**src/rtl/board_io_conditioner.sv**
```systemverilog
// Board-level I/O front end: sequences the core reset from the clock wizard lock
// and synchronises, debounces and edge-detects a vector of raw board inputs.
`timescale 1ns/1ps
module board_io_conditioner #(
    parameter int              WIDTH           = 8,
    parameter int              SYNC_STAGES     = 2,
    parameter int              DEBOUNCE_CYCLES = 1000,
    parameter int              RST_HOLD        = 16,
    parameter logic [WIDTH-1:0] INIT           = '0
) (
    input  logic             clock,
    input  logic             reset_n,
    input  logic             pll_locked,
    input  logic [WIDTH-1:0] raw_in,
    output logic [WIDTH-1:0] clean_out,
    output logic [WIDTH-1:0] rise_pulse,
    output logic [WIDTH-1:0] fall_pulse,
    output logic             core_reset,
    output logic             ready,
    output logic [1:0]       seq_state
);

    localparam int CW = $clog2(DEBOUNCE_CYCLES + 1);
    localparam int HW = (RST_HOLD > 1) ? $clog2(RST_HOLD) : 1;

    typedef enum logic [1:0] {
        HOLD  = 2'd0,
        COUNT = 2'd1,
        RUN   = 2'd2
    } seq_t;

    logic [SYNC_STAGES-1:0] lock_sync;
    logic [WIDTH-1:0]       raw_sync [SYNC_STAGES];
    logic                   locked_s;
    logic [WIDTH-1:0]       raw_s;

    always_ff @(posedge clock or negedge reset_n) begin
        if (!reset_n) begin
            lock_sync <= '0;
            for (int s = 0; s < SYNC_STAGES; s++) begin
                raw_sync[s] <= '0;
            end
        end else begin
            lock_sync   <= {lock_sync[SYNC_STAGES-2:0], pll_locked};
            raw_sync[0] <= raw_in;
            for (int s = 1; s < SYNC_STAGES; s++) begin
                raw_sync[s] <= raw_sync[s-1];
            end
        end
    end

    assign locked_s = lock_sync[SYNC_STAGES-1];
    assign raw_s    = raw_sync[SYNC_STAGES-1];

    // Per-bit debounce: a differing level must persist DEBOUNCE_CYCLES cycles
    // in a row; any return to the accepted level restarts the count.
    logic [CW-1:0]    db_cnt [WIDTH];
    logic [WIDTH-1:0] rise_q;
    logic [WIDTH-1:0] fall_q;

    always_ff @(posedge clock or negedge reset_n) begin
        if (!reset_n) begin
            clean_out <= INIT;
            rise_q    <= '0;
            fall_q    <= '0;
            for (int i = 0; i < WIDTH; i++) begin
                db_cnt[i] <= '0;
            end
        end else begin
            rise_q <= '0;
            fall_q <= '0;
            for (int i = 0; i < WIDTH; i++) begin
                if (raw_s[i] == clean_out[i]) begin
                    db_cnt[i] <= '0;
                end else if (db_cnt[i] == CW'(DEBOUNCE_CYCLES - 1)) begin
                    clean_out[i] <= raw_s[i];
                    db_cnt[i]    <= '0;
                    rise_q[i]    <= raw_s[i];
                    fall_q[i]    <= ~raw_s[i];
                end else begin
                    db_cnt[i] <= db_cnt[i] + CW'(1);
                end
            end
        end
    end

    // The level keeps tracking during a core reset; only the pulses are masked.
    assign rise_pulse = rise_q & {WIDTH{~core_reset}};
    assign fall_pulse = fall_q & {WIDTH{~core_reset}};

    seq_t          state;
    logic [HW-1:0] hold_cnt;

    always_ff @(posedge clock or negedge reset_n) begin
        if (!reset_n) begin
            state      <= HOLD;
            hold_cnt   <= '0;
            core_reset <= 1'b1;
            ready      <= 1'b0;
        end else begin
            case (state)
                HOLD: begin
                    hold_cnt   <= '0;
                    core_reset <= 1'b1;
                    ready      <= 1'b0;
                    if (locked_s) state <= COUNT;
                end
                COUNT: begin
                    if (!locked_s) begin
                        state    <= HOLD;
                        hold_cnt <= '0;
                    end else if (hold_cnt == HW'(RST_HOLD - 1)) begin
                        state      <= RUN;
                        core_reset <= 1'b0;
                        ready      <= 1'b1;
                    end else begin
                        hold_cnt <= hold_cnt + HW'(1);
                    end
                end
                RUN: begin
                    if (!locked_s) begin
                        state      <= HOLD;
                        hold_cnt   <= '0;
                        core_reset <= 1'b1;
                        ready      <= 1'b0;
                    end
                end
                default: begin
                    state      <= HOLD;
                    hold_cnt   <= '0;
                    core_reset <= 1'b1;
                    ready      <= 1'b0;
                end
            endcase
        end
    end

    assign seq_state = state;

endmodule
```
**config.mk**
```make
export PLATFORM = sky130hd
export DESIGN_NAME = board_io_conditioner
export DESIGN_NICKNAME = d
export VERILOG_FILES = /design/src/rtl/board_io_conditioner.sv
export SDC_FILE = /design/constraint.sdc
export NUM_CORES = 1
export LEC_CHECK = 0
export CORE_MARGIN = 3
export CORE_UTILIZATION = 50
export DETAILED_ROUTE_END_ITERATION = 6
export GPL_TIMING_DRIVEN = 0
export PLACE_DENSITY = 0.72
export SLEW_MARGIN = 30
export SYNTH_ARGS = -nofsm -noshare
export SYNTH_HDL_FRONTEND = slang
export SYNTH_SLANG_ARGS = --single-unit
```
**constraint.sdc**
```tcl
create_clock -name clock -period 1.6 [get_ports clock]
set_input_delay 0.24 -clock clock [delete_from_list [all_inputs] [get_ports clock]]
set_output_delay 0.24 -clock clock [all_outputs]
set_load 0.01 [all_outputs]
```
# After elaboration in Yosys (flattened, before gate mapping)
# Index checks and enable logic that the tools add are counted.
totals:
  reg_bits: 130
  inputBits: 11
  out_inout_bits: 28
op_classes:
  add_sub_neg: 9
  n_eq_ne: 25
  mux: 65
  bitwise: 19
  n_reduce_logical: 12
op_table:
  columns: ["op", "n"]
  rows:
  - ["two-way mux 10 bit", 16]
  - ["adder 10 x 1 -> 10 bit, second input constant", 8]
  - ["equality test 10 bit, second input constant", 8]
  - ["two-way mux 1 bit", 38]
  - ["AND reduction 2 bit", 9]
  - ["inverter 1 bit", 17]
  - ["AND 8 bit", 2]
  - ["two-way mux 4 bit", 3]
  - ["equality test 1 bit", 8]
  - ["two-way mux 2 bit", 4]
  - ["!= test 2 bit, second input constant", 4]
  - ["one-hot mux 4 bit (2 select lines)", 1]
  - ["!= test 3 bit, second input constant", 2]
  - ["one-hot mux 2 bit (3 select lines)", 1]
  - ["AND reduction 3 bit", 2]
  - ["adder 4 x 1 -> 4 bit, second input constant", 1]
  - ["equality test 4 bit, second input constant", 1]
  - ["one-hot mux 1 bit (2 select lines)", 2]
  - ["equality test 2 x 1 -> 1 bit, second input constant", 1]
  - ["equality test 2 bit, second input constant", 1]
  - ["zero test 2 bit", 1]

# Logic depth before layout (Yosys ltp)
# Gate-level depths: netlist of run 1.
depth:
  depth_word: 4
  mapped_depth: 5
  depth_no_buf: 5

# Least setup slack after synthesis of run 1
# No wires, ideal clock.
synth_timing:
  path_kind: "flip-flop to flip-flop"
  start: "register db_cnt[70] (netlist name)"
  end: "register clean_out[0]"
  setup_ns: 0.125
  t_arrival_ns: 1.536
  required_ns: 1.475
  slack_ns: -0.061
  stages_incl_launch_ff: 6
  n_path_buf: 0
  period_less_slack_ns: 1.661
  path_cell_list: "dfrtp_1 -> ha_1 -> nand4_1 -> or3_4 -> or2_4 -> mux2_4"
synth_via:
  elab_chain_len: 2
synth_lines:
  columns: ["element", "line_no", "rtl"]
  rows:
  - ["from (decl)", "57", "logic [CW-1:0] db_cnt [WIDTH];"]
  - ["from (signal, indexed assignment)", "81", "db_cnt[i] <= db_cnt[i] + CW'(1);"]
  - ["equality test 10 bit", "75", "end else if (db_cnt[i] == CW'(DEBOUNCE_CYCLES - 1)) begin"]
  - ["AND reduction 2 bit (no source line)", null, null]
  - ["to (signal, indexed assignment)", "76", "clean_out[i] <= raw_s[i];"]
  - ["to (decl)", "15", "output logic [WIDTH-1:0] clean_out,"]
# Every way passes these cells.
# A chain may end at the register's enable or synchronous reset.

# Worst setup path in the final report of run 1
layout_timing:
  start: "register core_reset"
  end: "output port fall_pulse[5]"
layout_via:
  elab_chain_len: 2
layout_lines:
  columns: ["element", "line_no", "rtl"]
  rows:
  - ["from (decl)", "18", "output logic core_reset,"]
  - ["from (signal assigned)", "98", "core_reset <= 1'b1;"]
  - ["from (signal assigned)", "104", "core_reset <= 1'b1;"]
  - ["from (signal assigned)", "114", "core_reset <= 1'b0;"]
  - ["inverter 1 bit", "89", "assign fall_pulse = fall_q & {WIDTH{~core_reset}};"]
  - ["AND 8 bit", "89", null]
  - ["to (decl)", "17", "output logic [WIDTH-1:0] fall_pulse,"]
# Every way passes these cells.

==> results by group, run 1 <==
Synth
  • Cell with the most instances after synthesis: dfrtp_1
  • Asr flop ratio synth: 100.0%
  • Synthesized instance count: 537
  • Yosys Warn Count: 0
  • Post-synth top area share: 56.26%
  • Register area share after synthesis: 56.72%
  • Post-Synth Simple-Gate Area: 23.20%
  • Synth Area in Adders: 1.962%
  • Synth cell types: 45
  • Average size of a mapped cell: 10.69 um2
  • Top_reg_cell synth: dfrtp_1
  • Post-synth EDFFs: 0
  • Post-Synth XOR/XNOR Area: 8.242%
  • Mapped cell area: 0.005738 mm2
  • Synth top area cells: dfrtp_1, nor2_1, xnor2_1
  • Largest family of logic cells by synthesized area: simple AND/OR/NAND/NOR gates
  • Syn_nets: 557
  • Compound-Gate Fraction of Synth Area: 6.629%
  • Largest area contributor in the netlist: dfrtp_1
  • Mux contribution to synthesized area: 1.875%
  • Post-synth top cells: dfrtp_1, nor2_1, nand3_1, xnor2_1
  • FF+latch count, synth: 130

Placed design
  • Dpl ws: -0.5652 ns
  • Port buffer count: 38
  • Placed Instances: 716
  • Detailed placer's ending HPWL: 7032 um
  • Final GP Congestion: 0.7889
  • Dpl cell area: 0.006331 mm2

Floorplan
  • Num ports: 39
  • Core Area: 0.01103 mm2
  • # rows: 38
  • Die width: 113.1 um
  • Initial Util: 52.02%
  • Area of the die: 0.01280 mm2
  • Die Ht: 113.1 um

Global routing
  • Total global routing overflow: 0
  • Antenna violations before repair: 0
  • Total track usage: 18.26%
  • Number of global-route vias before repair: 4090
  • First-pass GRT wire length: 18840 um
  • Largest net degree at the start of global routing: 82

STA
  • Worst hold margin: 0.2655 ns
  • RSZ-0062 raised after global routing: yes
  • Fin. Hold Viols: 0
  • Rel. slew slack: 60.14%
  • Worst slew pin tran: 0.5936 ns
  • Min cycle time layout: 1.751 ns
  • Fin. max-slew vios: 0
  • Tcrit/Tclk final: 109.4%
  • Setup ws final: -0.1506 ns
  • Final setup fails: 19
  • Highest Clock Rate: 571.2 MHz
  • Final Skew: 0.005541 ns

Run status
  • Failing checks: negative setup slack
  • Outcome: finished with violations

Clock tree
  • CTS Buf Count: 17
  • CTS tree: yes
  • Clock Sinks: 130
  • Max H-tree Level: 4
  • CTS clk-pin slew, worst paths: 0.05 ns
  • Max Root-Sink Buffers: 2
  • Skew-Pair Late Insertion Delay: 0.41 ns
  • Clock root buffer: clkbuf_16

Pwr
  • Pwr Density: 1018 mW/mm2
  • Peak supply drop: 1191 uV
  • Pwr Total: 0.007430 W
  • Pleak: 3.203 nW

Setup path
  • Crit start category: register
  • Kind of end point of the critical path: output pin
  • Worst path arrival time: 1.51 ns
  • Worst EP required: 1.36 ns
  • Worst-path fanout max: 6
  • Crit Path Class: register to output pin

Final layout
  • Fillers: 853
  • Area Growth Syn to Fin: 27.15%
  • Finished Layout Cells: 780
  • N_diodes: 0
  • Layout cell share with drive strength beyond 1: 20.94%
  • Nets: 647
  • Design Area, Final: 0.007296 mm2

Route
  • Detail Route Antenna Nets: 0
  • Initial DRC count: 289
  • DRC: 0
  • DR vias/cell: 5.359
  • Routed len/inst: 14.42 um
  • Routed WL: 11240 um
  • Via count: 4180
  • DRT Pass-1 Iters: 4

Run
  • Max_cap viols: 0

Min path
  • Min-delay worst type: input pin to register
==> registers in the layout, indices dropped and copies added, names as in the netlist <==
signal      cells
hold_cnt        4
fall_q          8
clean_out       8
seq_state       2
core_reset      1
raw_s           8
lock_sync       2
rise_q          8
ready           1
db_cnt         80
raw_sync        8
==> report_power, final <==
part	internal, W	switching [W]	leakage (nW)
Clock	0.00226	0.00141	0.278
Sequential	0.00337	0.0000750	1.74
Combinational	0.000150	0.000168	1.18
Total	0.00577	0.00166	3.20
==> routing by layer <==
layer  vias up  track usage [%]  share of wire, %
met5         -                0                 0
met4         0            6.410               1.0
met3         9            5.455               3.6
met2        68            29.70                50
met1      2048            23.36                45
li1       2055                -                 -
==> placed cells by master (no fill, tap or decap), types with 6 or more instances in the layout <==
cell,instances
buf_2,14
buf_4,22
a21oi_1,30
nor3b_1,12
nor3_1,12
o21ai_0,6
clkdlybuf4s50_1,10
and3_1,8
dfrtp_1,126
nor2_1,78
nor2b_1,13
xnor2_1,33
inv_1,19
dlygate4sd2_1,9
nand4_1,18
buf_6,12
nand2_1,30
xor2_1,21
a31oi_1,9
nand3_1,32
clkbuf_16,18
==> final timing paths <==
| kind | start | to | slack, ns | cells past startpoint |
|---|---|---|---|---|
| setup reg to reg | db_cnt[31] | clean_out[4] | -0.07 | 5 |
| setup / recovery | core_reset | fall_pulse[5] | -0.15 | 4 |
| hold / removal | raw_in[4] | raw_sync[12] | 0.27 | 1 |
| min in group asynchronous | reset_n | db_cnt[16] | 0.32 | 2 |
| hold reg to reg | raw_sync[14] | raw_s[6] | 0.35 | 0 |
| max in group asynchronous | reset_n | db_cnt[77] | 0.56 | 3 |
==> worst max-delay path: stages (launching register included) <==
cell	delay (ns)
dfstp_2	0.63
clkbuf_16	0.19
buf_6	0.10
nor2b_2	0.04
buf_2	0.13
==> through the flow <==
stage	utilization [%]	TNS, ns
4_1_cts	63.90	-2.087
5_1_grt	66.14	-2.954
3_5_place_dp	57.40	-6.626
2_1_floorplan	-	-0.09064
6_report	66.14	-1.845
3_3_place_gp	57.10	-613.89
==> timing repair <==
| action | 4_1_cts | 5_1_grt |
|---|---|---|
| setup endpoints to repair | 47 | 68 |
| buffers inserted | 17 | 14 |
| gates resized for setup | 101 | 33 |
| hold endpoints to repair | 49 | 0 |
| hold buffers | 1 | 0 |
| pin swaps | 1 | 6 |
==> layout make-up <==
| type | count | area [um2] | share of cell area [%] |
|---|---|---|---|
| well taps | 140 | 175.2 | 2.401 |
| multi-input cells | 386 | 2574 | 35.28 |
| clock inverters | 12 | 107.6 | 1.475 |
| clock buffers | 20 | 466.7 | 6.397 |
| plain buffers | 2 | 28.78 | 0.3944 |
| flip-flops and latches | 130 | 3258 | 44.66 |
| inverters | 19 | 71.32 | 0.9775 |
| repair buffers | 71 | 614.3 | 8.421 |
==> cells by family (layout without fill, tap and decap cells) <==
kind of cell    count (synthesis)  after routing
simple gates                  251            251
flops                         130            130
fa+ha+maj                       9              9
xor+xnor                       54             54
mux                             9              9
compound gates                 63             63
buf+inv                        21            124
Note: power is estimated with default switching activity, not from simulation.
==> run 2, diff against run 1 <==
Settings changed: CTS_BUF_LIST from default to sky130_fd_sc_hd__clkbuf_2 sky130_fd_sc_hd__clkbuf_4 sky130_fd_sc_hd__clkbuf_8.
==> results by group, run 2 (synthesized netlist as in run 1, its figures left out) <==
Setup path
  • Crit Path Class: register to output pin
  • Crit start category: register
  • Worst-path fanout max: 6
  • Buf/Inv on CP: 3
  • CP cell instances: clkbuf_16, buf_6, nor2b_4, buf_2
  • Critical Path Max Stage Delay: 0.63 ns
  • Worst path arrival time: 1.53 ns
  • CP max stage cell: dfstp_2
  • Critical Path Stages: 4
  • Kind of end point of the critical path: output pin
  • Worst EP required: 1.36 ns
  • Worst path top cell family by delay: flip-flops
  • R2R cell count: 5

Pwr
  • Power Internal: 0.004864 W
  • Clock power frac: 40.9%
  • Pwr Density: 881.1 mW/mm2
  • Comb pwr share: 5.0%
  • Net Switching: 0.001495 W
  • Flop pwr share: 54.1%
  • Switch share: 23.51%
  • Peak supply drop: 667.8 uV
  • Pleak: 3.201 nW

Floorplan
  • # rows: 38
  • Initial Util: 52.02%
  • Die width: 113.1 um
  • Num ports: 39
  • Core Area: 0.01103 mm2
  • Area of the die: 0.01280 mm2
  • Die Ht: 113.1 um

Final layout
  • N_diodes: 0
  • Reg with most FFs: db_cnt
  • Most frequent cells in the layout: dfrtp_1, nor2_1, xnor2_1, nand3_1
  • Utilization after layout: 65.43%
  • Layout cell share with drive strength beyond 1: 22.07%
  • Finished Layout Cells: 788
  • Area Growth Syn to Fin: 25.77%
  • Nets: 655
  • Number of flip-flops in the largest register: 80
  • Commonest non-fill, non-tap cell in the layout: dfrtp_1

Global routing
  • First-pass GRT wire length: 18210 um
  • Total track usage: 17.54%
  • Met1 Use GR: 22.54%
  • Grt met3 use: 5.401%
  • Largest net degree at the start of global routing: 82
  • Total global routing overflow: 0
  • GR peak layer: met2
  • Antenna violations before repair: 0
  • Met2 GRT Util: 28.44%
  • Number of global-route vias before repair: 4050

Clock tree
  • CTS tree: yes
  • Skew-Pair Late Insertion Delay: 0.43 ns
  • CTS clk-pin slew, worst paths: 0.07 ns
  • Max H-tree Level: 4
  • Clock root buffer: clkbuf_8
  • Max Root-Sink Buffers: 2
  • Clock Sinks: 130
  • CTS Buf Count: 17

Route
  • DRT Pass-1 Iters: 5
  • Routed WL: 11030 um
  • Via count: 4164
  • DRC: 0
  • Routed len/inst: 13.99 um
  • Initial DRC count: 272
  • Detail Route Antenna Nets: 0
  • DR vias/cell: 5.284

STA
  • Worst slew pin tran: 0.6036 ns
  • Tcrit/Tclk final: 110.9%
  • RSZ-0062 raised after global routing: yes
  • Setup TNS: -2.158 ns
  • Setup ws final: -0.1737 ns
  • Final Skew: 0.008619 ns
  • Final setup fails: 20
  • Min cycle time layout: 1.774 ns
  • Fin. max-slew vios: 0
  • Rel. slew slack: 59.47%
  • Fin. Hold Viols: 0
  • Highest Clock Rate: 563.8 MHz

Placed design
  • Detailed placer's ending HPWL: 7032 um
  • Placed Instances: 716
  • Final GP Congestion: 0.7889
  • Port buffer count: 38
  • Dpl ws: -0.5652 ns

Min path
  • Min-Delay Path Depth: 1
  • Min-delay worst type: input pin to register

Run status
  • Failing checks: negative setup slack
  • Outcome: finished with violations

Run
  • Max_cap viols: 0
[run 2: final timing paths]
kind | from | to | slack, ns
max | core_reset | fall_pulse[5] | -0.17
min | raw_in[1] | raw_sync[9] | 0.25
max reg2reg | db_cnt[31] | clean_out[4] | -0.07
min reg2reg | raw_sync[14] | raw_s[6] | 0.35
max in group asynchronous | reset_n | db_cnt[57] | 0.58
min in group asynchronous | reset_n | db_cnt[16] | 0.30
[run 2: what timing repair did]
item | CTS | global route
endpoints found under the setup margin | 47 | 71
hold buffers | 1 | 0
pin swaps | 1 | 8
setup buffers | 21 | 18
gates resized for setup | 101 | 42
hold endpoints to repair | 49 | 0
[run 2: layer usage]
metal	up-vias	share of wire, %	wire, um
met5	-	0	0
met4	0	0.74	82
met3	8	3.5	386
met2	61	50	5553
met1	2027	45	5003
li1	2068	-	-
[run 2: power by group through the flow]
stage / Sequential, W / Clock [W] / Combinational [W]
after CTS: 0.00343 / 0.00269 / 0.000287
final: 0.00344 / 0.00260 / 0.000321
after floorplan: 0.00347 / 0 / 0.000128
after global routing: 0.00345 / 0.00282 / 0.000365
after detailed placement: 0.00349 / 0 / 0.000260
after global placement: 0.00349 / 0 / 0.000241
[run 2: stage by stage]
stage	cell area (um2)	total power, W	hold WS, ns
2_1_floorplan	5743	0.003602	-0.05559
3_3_place_gp	6299	0.003729	0.3319
3_5_place_dp	6331	0.003750	0.1683
4_1_cts	6892	0.006405	0.2195
5_1_grt	7217	0.006636	0.2112
6_report	7217	0.006359	0.2458
[run 2: final cells by class]
type,instances,area (um2)
plain buffers,2,28.78
repair buffers,79,693.2
well taps,140,175.2
inverters,19,71.32
multi-input cells,386,2608
clock inverters,12,107.6
clock buffers,20,275.3
flip-flops and latches,130,3258
fillers,866,3814
[run 2: worst reg2reg max path, delay by kind of cell (launching register included)]
| kind | cells | cell delay (ns) |
|---|---|---|
| and+or+nand+nor | 3 | 0.70 |
| DFF | 1 | 0.39 |
| muxes | 1 | 0.30 |
| adders and majority gates | 1 | 0.16 |
==> run 3, diff against run 2 <==
Settings changed: CTS_CLUSTER_DIAMETER from default to 80, MAX_ROUTING_LAYER from default to met4.
==> results by group, run 3 (synthesized netlist as in run 1, its figures left out) <==
STA
  • Fin. max-slew vios: 0
  • Rel. slew slack: 60.25%
  • Fin. Hold Viols: 0
  • Highest Clock Rate: 563.2 MHz
  • Final Skew: 0.008861 ns
  • Final setup fails: 20
  • RSZ-0062 raised after global routing: yes
  • Tcrit/Tclk final: 111.0%
  • Worst slew pin tran: 0.5919 ns
  • Worst hold margin: 0.2460 ns
  • Setup TNS: -2.184 ns
  • Min cycle time layout: 1.776 ns
  • Setup ws final: -0.1757 ns

Final layout
  • Area Growth Syn to Fin: 25.77%
  • Layout cell share with drive strength beyond 1: 22.07%
  • Reg with most FFs: db_cnt
  • Number of flip-flops in the largest register: 80
  • Design Area, Final: 0.007217 mm2
  • Commonest non-fill, non-tap cell in the layout: dfrtp_1
  • Most frequent cells in the layout: dfrtp_1, nor2_1, xnor2_1, nand3_1
  • Nets: 655
  • N_diodes: 0

Clock tree
  • CTS clk-pin slew, worst paths: 0.07 ns
  • Clock root buffer: clkbuf_8
  • Clock Sinks: 130
  • CTS tree: yes
  • Max Root-Sink Buffers: 2
  • Skew-Pair Late Insertion Delay: 0.43 ns
  • Max H-tree Level: 4
  • CTS Buf Count: 17

Global routing
  • Number of global-route vias before repair: 4044
  • First-pass GRT wire length: 18220 um
  • Total track usage: 18.08%
  • Antenna violations before repair: 0
  • Total global routing overflow: 0
  • Largest net degree at the start of global routing: 82

Run status
  • Failing checks: negative setup slack
  • Outcome: finished with violations

Setup path
  • Worst path arrival time: 1.54 ns
  • Crit Path Class: register to output pin
  • Crit start category: register
  • Worst-path fanout max: 6
  • Worst R2R Start: db_cnt[31]
  • Kind of end point of the critical path: output pin
  • Crit path launch: core_reset
  • Worst EP required: 1.36 ns

Pwr
  • Pwr Total: 0.006362 W
  • Power Internal: 0.004864 W
  • Clock power frac: 40.9%
  • Pwr Density: 881.6 mW/mm2
  • Peak supply drop: 667.9 uV
  • Pleak: 3.201 nW
  • Comb pwr share: 5.1%
  • Net Switching: 0.001498 W
  • Flop pwr share: 54.1%
  • Switch share: 23.55%

Floorplan
  • Area of the die: 0.01280 mm2
  • # rows: 38
  • Core Area: 0.01103 mm2
  • Die Ht: 113.1 um
  • Initial Util: 52.02%
  • Die width: 113.1 um
  • Num ports: 39

Placed design
  • Dpl cell area: 0.006331 mm2
  • Port buffer count: 38
  • Final GP Congestion: 0.8000
  • Detailed placer's ending HPWL: 7032 um
  • Dpl ws: -0.5652 ns

Route
  • DRC: 0
  • Routed len/inst: 14.01 um
  • DRT Pass-1 Iters: 4
  • Initial DRC count: 278
  • Via count: 4167
  • Detail Route Antenna Nets: 0
  • DR vias/cell: 5.288
  • Routed WL: 11040 um

Run
  • Max_cap viols: 0

Min path
  • Min-delay worst type: input pin to register
  • Min-delay src: raw_in[1]
==> run 3: timing repair <==
item	4_1_cts	5_1_grt
resized for setup	101	42
endpoints found under the hold margin	49	0
pin swaps	1	8
buffers inserted	21	18
hold buffers	1	0
endpoints found under the setup margin	47	71
==> run 3: layer usage <==
metal	wire, um	up-vias	GRT usage [%]
li1	-	2068	-
met1	5046	2026	22.57
met2	5551	65	28.52
met3	360	8	5.294
met4	82	0	5.849
met5	0	-	-
==> run 3: through the flow <==
step	utilization (%)	std cells
finish	65.43	788
global route	65.43	788
CTS	62.48	770
detailed placement	57.40	716
global placement	57.10	715
floorplan	-	537
==> run 3: power by group through the flow <==
stage	Clock [W]	Combinational, W	Sequential [W]
3_5_place_dp	0	0.000260	0.00349
4_1_cts	0.00269	0.000287	0.00343
5_1_grt	0.00282	0.000365	0.00345
2_1_floorplan	0	0.000128	0.00347
3_3_place_gp	0	0.000241	0.00349
6_report	0.00260	0.000321	0.00344
==> run 3: worst paths after layout <==
check                           cells after the start  slack [ns]             to
worst max register to register                      5       -0.07   clean_out[4]
max in group asynchronous                           3        0.58     db_cnt[57]
worst min register to register                      0        0.35       raw_s[6]
worst min-delay path                                1        0.25    raw_sync[9]
min in group asynchronous                           2        0.30     db_cnt[16]
worst max-delay path                                4       -0.18  fall_pulse[5]
==> run 3: area by class of cell <==
class / instances / area (um2)
Tap cell: 140 / 175.2
Clock buffer: 20 / 275.3
Clock inverter: 12 / 107.6
Multi-Input combinational cell: 386 / 2608
Fill cell: 866 / 3814
Sequential cell: 130 / 3258
Timing Repair Buffer: 79 / 693.2
Inverter: 19 / 71.32
Buffer: 2 / 28.78
==> run 3: worst max-delay path, stage by stage (launching register included) <==
cell       delay, ns
dfstp_2         0.63
clkbuf_16       0.19
buf_6           0.11
nor2b_4         0.04
buf_2           0.13
